==> src/rtl/seq_alu_pkg.sv <==
// Shared types for the sequential ALU: opcodes, FSM states and the
// set of opcodes that run on the iterative datapath.
package seq_alu_pkg;

    typedef enum logic [3:0] {
        OP_ADD = 4'd0,
        OP_ADC = 4'd1,
        OP_SUB = 4'd2,
        OP_AND = 4'd3,
        OP_OR  = 4'd4,
        OP_XOR = 4'd5,
        OP_MOV = 4'd6,
        OP_SHL = 4'd7,
        OP_SHR = 4'd8,
        OP_ASR = 4'd9,
        OP_MUL = 4'd10,
        OP_PAR = 4'd11
    } alu_op_e;

    typedef enum logic [1:0] {
        IDLE = 2'd0,
        ITER = 2'd1,
        DONE = 2'd2
    } alu_state_e;

    // One bit per opcode; set for SHL, SHR, ASR and MUL.
    localparam logic [15:0] ITER_OPS = 16'b0000_0111_1000_0000;

    function automatic logic is_iter_op(input alu_op_e op);
        return ITER_OPS[op];
    endfunction

endpackage

==> src/rtl/seq_alu_iter.sv <==
// Bit-serial datapath for shifts and shift-add multiply. Exposes the
// value the final step produces so the owner can capture it on that edge.
module seq_alu_iter
    import seq_alu_pkg::*;
#(
    parameter int W   = 8,
    parameter int SAW = $clog2(W)
) (
    input  logic           clk,
    input  logic           rst,
    input  logic           load,
    input  logic           step,
    input  alu_op_e        op,
    input  logic [W-1:0]   a,
    input  logic [W-1:0]   b,
    input  logic [SAW-1:0] amt,
    output logic           last,
    output logic [W-1:0]   result,
    output logic           carry
);
    localparam int CW = $clog2(W + 1);

    alu_op_e       mode;
    logic [W-1:0]  mcand;
    logic [W-1:0]  hi;
    logic [W-1:0]  lo;
    logic [CW-1:0] cnt;

    logic [W:0]    sum;
    logic [W-1:0]  hi_nxt;
    logic [W-1:0]  lo_nxt;
    logic          cy_nxt;

    // NOTE: every always_comb output gets a default first so no path leaves it unassigned (no latch).
    always_comb begin
        sum    = {1'b0, hi} + (lo[0] ? {1'b0, mcand} : {(W+1){1'b0}});
        hi_nxt = hi;
        lo_nxt = lo;
        cy_nxt = 1'b0;
        case (mode)
            OP_SHL: begin
                lo_nxt = {lo[W-2:0], 1'b0};
                cy_nxt = lo[W-1];
            end
            OP_SHR: begin
                lo_nxt = {1'b0, lo[W-1:1]};
                cy_nxt = lo[0];
            end
            OP_ASR: begin
                lo_nxt = {lo[W-1], lo[W-1:1]};
                cy_nxt = lo[0];
            end
            OP_MUL: begin
                // Multiplier drains out of lo while product bits shift in from hi.
                hi_nxt = sum[W:1];
                lo_nxt = {sum[0], lo[W-1:1]};
                cy_nxt = |sum[W:1];
            end
            default: ;
        endcase
    end

    assign last   = (cnt == CW'(1));
    assign result = lo_nxt;
    assign carry  = cy_nxt;

    // NOTE: sequential state uses non-blocking assignments only.
    always_ff @(posedge clk or posedge rst) begin
        if (rst) begin
            mode  <= OP_ADD;
            mcand <= '0;
            hi    <= '0;
            lo    <= '0;
            cnt   <= '0;
        end else if (load) begin
            mode  <= op;
            mcand <= a;
            hi    <= '0;
            lo    <= (op == OP_MUL) ? b : a;
            cnt   <= (op == OP_MUL) ? CW'(W) : CW'(amt);
        end else if (step && (cnt != '0)) begin
            hi    <= hi_nxt;
            lo    <= lo_nxt;
            cnt   <= cnt - CW'(1);
        end
    end

endmodule

==> src/rtl/seq_alu.sv <==
// Multi-cycle ALU: valid/ready handshake, single-cycle ops, result and
// flag registers; shifts and multiply run on seq_alu_iter.
module seq_alu
    import seq_alu_pkg::*;
#(
    parameter int W   = 8,
    parameter int OPW = 4,
    parameter int SAW = $clog2(W)
) (
    input  logic           Clk,
    input  logic           Reset,
    input  logic           InValid,
    output logic           InReady,
    input  logic [W-1:0]   InputA,
    input  logic [W-1:0]   InputB,
    input  logic [OPW-1:0] OP,
    output logic           OutValid,
    input  logic           OutReady,
    output logic [W-1:0]   Out,
    output logic           Zero,
    output logic           Parity,
    output logic           Odd,
    output logic           Carry,
    output logic           Illegal
);
    alu_state_e     state;
    logic [W-1:0]   out_q;
    logic           carry_q;
    logic           illegal_q;

    alu_op_e        op;
    logic [SAW-1:0] amt;
    logic           accept;
    logic           goes_iter;

    logic [W:0]     sum;
    logic [W-1:0]   res;
    logic           res_carry;
    logic           res_illegal;

    logic           iter_last;
    logic [W-1:0]   iter_result;
    logic           iter_carry;

    assign op        = alu_op_e'(OP);
    assign amt       = InputB[SAW-1:0];
    assign InReady   = (state == IDLE) || ((state == DONE) && OutReady);
    assign accept    = InValid && InReady;
    // A shift by zero completes in one cycle and returns InputA.
    assign goes_iter = is_iter_op(op) && ((op == OP_MUL) || (amt != '0));

    always_comb begin
        sum         = {1'b0, InputA} + {1'b0, InputB}
                    + {{W{1'b0}}, (op == OP_ADC) && carry_q};
        res         = '0;
        res_carry   = carry_q;
        res_illegal = 1'b0;
        case (op)
            OP_ADD, OP_ADC: {res_carry, res} = sum;
            OP_SUB: begin
                res       = InputA - InputB;
                res_carry = (InputA >= InputB);
            end
            OP_AND:                 res = InputA & InputB;
            OP_OR:                  res = InputA | InputB;
            OP_XOR:                 res = InputA ^ InputB;
            OP_MOV:                 res = InputB;
            OP_SHL, OP_SHR, OP_ASR: res = InputA;
            OP_PAR:                 res = {{(W-1){1'b0}}, ^InputB};
            default:                res_illegal = 1'b1;
        endcase
    end

    seq_alu_iter #(.W(W), .SAW(SAW)) u_iter (
        .clk    (Clk),
        .rst    (Reset),
        .load   (accept && goes_iter),
        .step   (state == ITER),
        .op     (op),
        .a      (InputA),
        .b      (InputB),
        .amt    (amt),
        .last   (iter_last),
        .result (iter_result),
        .carry  (iter_carry)
    );

    always_ff @(posedge Clk or posedge Reset) begin
        if (Reset) begin
            state     <= IDLE;
            out_q     <= '0;
            carry_q   <= 1'b0;
            illegal_q <= 1'b0;
        end else if (accept) begin
            if (goes_iter) begin
                state <= ITER;
            end else begin
                state     <= DONE;
                out_q     <= res;
                carry_q   <= res_carry;
                illegal_q <= res_illegal;
            end
        end else if ((state == ITER) && iter_last) begin
            state     <= DONE;
            out_q     <= iter_result;
            carry_q   <= iter_carry;
            illegal_q <= 1'b0;
        end else if ((state == DONE) && OutReady) begin
            state <= IDLE;
        end
    end

    assign OutValid = (state == DONE);
    assign Out      = out_q;
    assign Carry    = carry_q;
    assign Illegal  = illegal_q;
    assign Zero     = ~|out_q;
    assign Parity   = ^out_q;
    assign Odd      = out_q[0];

endmodule

==> config.mk <==
export PLATFORM = sky130hd
export DESIGN_NAME = seq_alu
export DESIGN_NICKNAME = d
export VERILOG_FILES = /design/src/rtl/seq_alu_pkg.sv /design/src/rtl/seq_alu_iter.sv /design/src/rtl/seq_alu.sv
export SDC_FILE = /design/constraint.sdc
export NUM_CORES = 1
export LEC_CHECK = 0
export ABC_CLOCK_PERIOD_IN_PS = 3000
export CAP_MARGIN = 20
export CELL_PAD_IN_SITES_DETAIL_PLACEMENT = 1
export CELL_PAD_IN_SITES_GLOBAL_PLACEMENT = 1
export CORE_UTILIZATION = 44
export DETAILED_ROUTE_END_ITERATION = 10
export GPL_TIMING_DRIVEN = 0
export PLACE_DENSITY = 0.87
export SLEW_MARGIN = 20
export SYNTH_ARGS = -nofsm -noshare
export SYNTH_HDL_FRONTEND = slang
export SYNTH_SLANG_ARGS = --single-unit
==> constraint.sdc <==
create_clock -name Clk -period 3 [get_ports Clk]
set_input_delay 0.3 -clock Clk [delete_from_list [all_inputs] [get_ports Clk]]
set_output_delay 0.3 -clock Clk [all_outputs]
set_load 0.01 [all_outputs]
Word-level counts from Yosys, hierarchy flattened
Memory sizes are Yosys's and may differ from the RTL's.
Index checks and enable logic that the tools add are counted.
{"block": "word_totals", "ff_bits": 44, "input_bits": 24, "memories": 1, "mem_bits_ro": 16, "output_inout_bits": 15, "wordCells": 98}
{"block": "classes", "eq_ne": 20, "n_lt_le_gt_ge": 2, "bitwise_logic": 3, "reduce_logical": 29, "muxes": 29, "addsub": 5}
{"name": "(name not given)", "words": 16, "word_bits": 1, "rd": 1, "rd_clocked_by_memory_dff": 0, "wr": 0, "line_no": "seq_alu_pkg.sv:30", "text": "return ITER_OPS[op];"}
{"op": "two-way mux 8 bit", "n": 10}
{"op": "case mux 8 bit (8 select lines)", "n": 1}
{"op": "case mux 8 bit (4 select lines)", "n": 1}
{"op": "equality test 4 bit, second input constant", "n": 7}
{"op": "equality test 4 x 3 -> 1 bit, second input constant", "n": 5}
{"op": "OR reduction 8 bit", "n": 2}
{"op": "parity 8 bit", "n": 2}
{"op": "two-way mux 4 bit", "n": 3}
{"op": "OR reduction 11 bit", "n": 1}
{"op": "adder 8 x 8 -> 9 bit", "n": 1}
{"op": "adder 8 x 9 -> 9 bit", "n": 1}
{"op": "adder 9 x 1 -> 9 bit", "n": 1}
{"op": "bitwise AND 8 bit", "n": 1}
{"op": "equality test 4 x 1 -> 1 bit, second input constant", "n": 2}
{"op": "equality test 4 x 2 -> 1 bit, second input constant", "n": 2}
{"op": ">= comparator 8 bit", "n": 1}
{"op": "two-way mux 1 bit", "n": 8}
{"op": "two-way mux 2 bit", "n": 4}
{"op": "OR 8 bit", "n": 1}
{"op": "subtractor 8 bit", "n": 1}
{"op": "bitwise XOR 8 bit", "n": 1}
{"op": "logical AND 1 bit", "n": 7}
{"op": "nonzero test 2 bit", "n": 3}
{"op": "nonzero test 3 bit", "n": 2}
{"op": "other kinds (17)", "n": 20}

Longest topological paths before layout
{"block": "depth", "word_depth": 7, "mapped_depth": 11, "depth_no_buf": 10}

Cells and area by module
Synthesis repeated with hierarchy kept, for this count alone.
{"block": "unflattened", "hier_cells": 511, "area_unflattened_um2": 4444.3}
{"mod": "seq_alu", "seq_area_each_um2": 300.3, "area_per_inst_um2": 2274.7, "cells_each": 293, "instances": 1}
{"mod": "seq_alu_iter", "seq_area_each_um2": 800.8, "area_per_inst_um2": 2169.6, "cells_each": 218, "instances": 1}

Worst setup path after synthesis
OpenSTA, ideal clock, no wires.
{"block": "synth_path", "kind": "input port to flip-flop", "from": "input port OP[2]", "to": "register out_q[6], in the netlist Out[6]", "required_ps": 2868, "path_slack_ps": 109, "n_path_buf": 1, "arrival_time_ps": 2759, "path_stages": 11, "path_cell_list": "buf_2 nor3_1 nand3_1 fa_1 fa_1 nor2b_1 o211ai_1 a31o_2 a21o_1 o211ai_1 a22oi_1"}
{"block": "synth_between", "elab_chain_cells": 6, "elab_cells_between_ends": 25}
{"element": "start: declaration", "line_no": "seq_alu.sv:16", "text": "input logic [OPW-1:0] OP,"}
{"element": "equality test 4 x 1 -> 1 bit", "line_no": "seq_alu.sv:54, seq_alu.sv:58"}
{"element": "logical AND 1 bit", "line_no": "seq_alu.sv:54", "text": "+ {{W{1'b0}}, (op == OP_ADC) && carry_q};"}
{"element": "adder 9 x 1 -> 9 bit", "line_no": "seq_alu.sv:54"}
{"element": "case mux 8 bit (8 select lines)", "line_no": "seq_alu.sv:58", "text": "case (op)"}
{"element": "two-way mux 8 bit", "line_no": "seq_alu.sv:95", "text": "if (goes_iter) begin"}
{"element": "two-way mux 8 bit", "line_no": "seq_alu.sv:94", "text": "end else if (accept) begin"}
{"element": "end signal: assignment", "line_no": "seq_alu.sv:99", "text": "out_q <= res;"}
{"element": "end signal: assignment", "line_no": "seq_alu.sv:105", "text": "out_q <= iter_result;"}
{"element": "end: declaration", "line_no": "seq_alu.sv:27", "text": "logic [W-1:0] out_q;"}
Several ways; a longest one is shown, not always the timed one. The select of a mux whose other input is x is not followed.
A chain may end at the register's enable or synchronous reset.

Worst setup path after layout
{"block": "layout_path", "from": "input port InputB[2]", "to": "register out_q[3], in the netlist Out[3]"}
{"block": "layout_between", "elab_chain_cells": 5, "elab_cells_between_ends": 11}
{"element": "start: declaration", "line_no": "seq_alu.sv:15", "text": "input logic [W-1:0] InputB,"}
{"element": "adder 8 x 8 -> 9 bit or nonzero test 3 bit (tied branches)", "line_no": "seq_alu.sv:53, seq_alu.sv:50"}
{"element": "adder 9 x 1 -> 9 bit or logical OR 1 bit (tied branches)", "line_no": "seq_alu.sv:54, seq_alu.sv:50"}
{"element": "case mux 8 bit (8 select lines) or logical AND 1 bit (tied branches)", "line_no": "seq_alu.sv:58, seq_alu.sv:50"}
{"element": "two-way mux 8 bit or != test 2 bit (tied branches)"}
{"element": "two-way mux 8 bit or AND reduction 2 bit (tied branches)"}
Several ways; a longest one is shown, not always the timed one. The select of a mux whose other input is x is not followed.

==> summary.txt <==
Run status
  • Status: completed

Timing
  • Hold Slack: 0.313 ns
  • Period utilisation layout: 97.7%
  • Max Freq: 0.341 GHz
  • Endpoints failing hold: 0
  • Layout Skew: roughly 0.011 ns
  • Slew Limit Fails: 0
  • Post-layout min period: 2.93 ns
  • Slew @ Worst Pin: 0.815 ns
  • Final Setup Violations: 0
  • Max_slew headroom: 45.5%

Finish
  • Commonest non-fill, non-tap cell in the layout: nand2_1
  • Number of fill cells: 1167
  • Nets: roughly 660
  • Layout Utilization: 53.5%
  • Ant. Diodes: 0
  • Area delta synth->final: 17.3%
  • Register Area: 0.00110 sq mm
  • Multi-input gate area: 0.00292 sq mm
  • Most frequent cells in the layout: nand2_1 (57), dfrtp_1 (44), a21oi_1 (42), nor2_1 (41), ha_1 (39)
  • Share of layout cells above drive strength 1: about 8.0%

Route
  • WL final: 15800 um
  • Top Metal Used: met4
  • Vias: 4464
  • Drt first pass iters: 5
  • Post-detailed-route via-to-cell ratio: 6.20
  • DR WL/cell: between 20 and 25 um
  • DR WL met3: around 880 um
  • M1 WL: 6790 um
  • Final ANT Viol Nets: 0
  • WL met2: 7770 um
  • DR iter-0 viols: 286
  • # DRC: 0

Synth
  • Asr flop ratio synth: 100%
  • Seq/Total Area, Yosys: 25.9%
  • Mapped cell area: 0.00426 sq mm
  • Ys Warns: 0
  • Synthesized flop and latch total: 44
  • Dominant synthesized flop cell: dfrtp_1
  • EDFF count, synth: 0
  • Net Count, Synth: 606
  • Post-Syn Area per Cell: roughly 7.9 sq um
  • Synthesized instance count: between 500 and 600
  • Distinct cells, synth: 65

Setup path
  • R2r setup slk: 0.11 ns
  • CP cell instances: clkdlybuf4s50_1, inv_1, ha_1, o21ai_0, a21oi_1, nor3_1, o31ai_1, a22oi_1
  • Slowest CP cell: clkdlybuf4s50_1
  • Crit path launch type: input port
  • Reg-to-reg endpoint: Carry$_DFFE_PP0P_
  • Worst R2R Start: u_iter.lo[0]$_DFFE_PP0P_
  • Worst-case reg-to-reg path depth: 9
  • Setup crit end kind: flop
  • Worst EP arrival: 3.08 ns
  • CP max FO: 6
  • Crit path required time: around 3.2 ns
  • Critical path type: in -> reg
  • Critical path's largest stage delay: 0.68 ns

Clock tree
  • CTS Buf Count: 5
  • CTS sink cnt: 44
  • CTS clock-pin slew for the worst setup and hold paths: 0.10 ns
  • Clk_lat worst skew: ~0.3 ns
  • CTS H-tree depth: 2
  • CTS tree: done
  • Clock Path Buffers: 2
  • Root Buffer: clkbuf_8
  • CTS Hold Bufs: 0

Global routing
  • Largest net degree at the start of global routing: 28
  • Total track usage: 32.4%
  • Initial antenna violation count: 0
  • Vias in the first global route: about 4600
  • Overflow after GRT: 0
  • Global-route wire length before repair: 25100 um

Power and ir drop
  • Max VDD drop: 181 uV
  • Pwr Density: 311 mW/mm^2
  • Comb pwr share: 33.5%
  • Clock power share: 26.2%
  • Seq pwr share: 40.3%
  • Internal Power: 1.02 mW
  • Net Sw Power: 0.532 mW
  • Switching share of power: 34.3%
  • Leak: 2.15 nW

Floorplanning
  • DIE WIDTH: ~100 um
  • Starting Density: 45.7%
  • Die height: 100 um
  • Area of the die: between 0.01 and 0.015 sq mm
  • Core area: approximately 0.0093 sq mm
  • Num rows: 35
  • I/O pins: 39

Placement
  • GPL Wtd Cong: around 0.94
  • Port bufs: 38
  • Dpl hpwl: 12100 um

Worst hold path
  • Worst Hold Class: in -> async

Run
  • Max-cap violation count: 0
[sequential cells by signal, indices dropped and copies added (netlist names)]
name,flops
u_iter.mode,4
u_iter.cnt,4
Out,8
Illegal,1
u_iter.lo,8
Carry,1
u_iter.mcand,8
u_iter.hi,8
state,2
[layout make-up]
type,count,area share (%)
buffer,30,3.08
sequential,44,22.0
tap,129,3.23
inverter,36,2.71
multi-input combinational,428,58.4
timing repair buffer,45,8.67
clock buffer,7,1.73
clock inverter,1,0.150
[cells by family (layout without fill, tap and decap cells)]
logic type      count (synthesis)  count (layout)  share of synthesized area (%)
xor+xnor                       16              16                           3.29
fa+ha+maj                      43              43                           13.3
buf+inv                        67             119                           6.37
flops                          44              44                           25.9
mux                             8               8                           1.97
compound gates                165             165                           25.9
simple gates                  196             196                           23.2
[how the worst max path moves through the flow]
| stage | from | endpoint | slack (ns) | cells past startpoint |
|---|---|---|---|---|
| final | InputB[2] | Out[3]$_DFFE_PP0P_ | 0.07 | 8 |
| after global routing | InputA[0] | Out[4]$_DFFE_PP0P_ | -0.01 | 11 |
| after detailed placement | OP[2] | Out[6]$_DFFE_PP0P_ | -1.31 | 12 |
| after floorplan | OP[2] | Out[6]$_DFFE_PP0P_ | 0.11 | 11 |
| after CTS | OP[1] | Out[6]$_DFFE_PP0P_ | 0.0008 | 12 |
| after global placement | OP[2] | Out[6]$_DFFE_PP0P_ | -1.26 | 12 |
[power groups by stage]
stage	clock network, mW	registers, mW	logic (mW)
floorplan	0	0.637	0.298
global placement	0	0.636	0.472
detailed placement	0	0.637	0.494
CTS	0.405	0.627	0.503
global route	0.433	0.629	0.563
finish	0.407	0.627	0.520
[routing by layer]
layer / vias to the layer above / global-route usage [%]
met5: - / 0
met4: 0 / 10.4
met3: 33 / 3.62
met2: 198 / 57.0
met1: 2192 / 41.5
li1: 2041 / -
[synth_stat cells, types with 4 or more instances]
master     n  share of area [%]
and2_1    15                2.2
xnor2_1   10                2.1
nor3b_1    4               0.71
a22oi_1   18                3.2
a21oi_1   42                4.9
nand3_1   14                1.6
o21ai_1    5               0.59
a211oi_1  10                1.8
ha_1      39                 11
clkbuf_1  16                1.4
nor3_1    15                1.8
nand2b_1  10                1.5
o21bai_1   4               0.71
o31ai_1    4               0.71
or3_1      5               0.73
fa_1       4                1.9
nor2_1    41                3.6
o21ai_0   29                3.4
xor2_1     6                1.2
mux2i_1    5                1.2
dfrtp_1   44                 26
buf_2     13                1.5
o211ai_1   6                1.1
a21o_1     6                1.1
nand2_1   57                5.0
nor2b_1   16                2.4
inv_1     36                3.2
[metrics by stage]
step                      setup WS [ns]  power (mW)  std cells  setup TNS, ns  area, sq um
after global routing            -0.0130        1.62        720        -0.0130         4990
after floorplan                   0.109       0.935        539              0         4260
after detailed placement          -1.31        1.13        707          -9.24         4820
final                            0.0701        1.55        720              0         4990
after CTS                      0.000841        1.53        717              0         4960
after global placement            -1.26        1.11        706          -8.98         4800
[critical path, delay by kind of cell]
kind	cells	cell delay (ns)
compound gates	4	1.30
simple gates	1	0.10
buf+inv	2	0.93
fa+ha+maj	1	0.44
[timing repair]
| action | CTS | global route |
|---|---|---|
| setup buffers | 3 | 3 |
| resized for setup | 12 | 13 |
| hold endpoints to repair | 0 | 0 |
| pin swaps | 3 | 7 |
| endpoints found under the setup margin | 9 | 6 |
No activity file was read; power rests on OpenSTA's default activity.
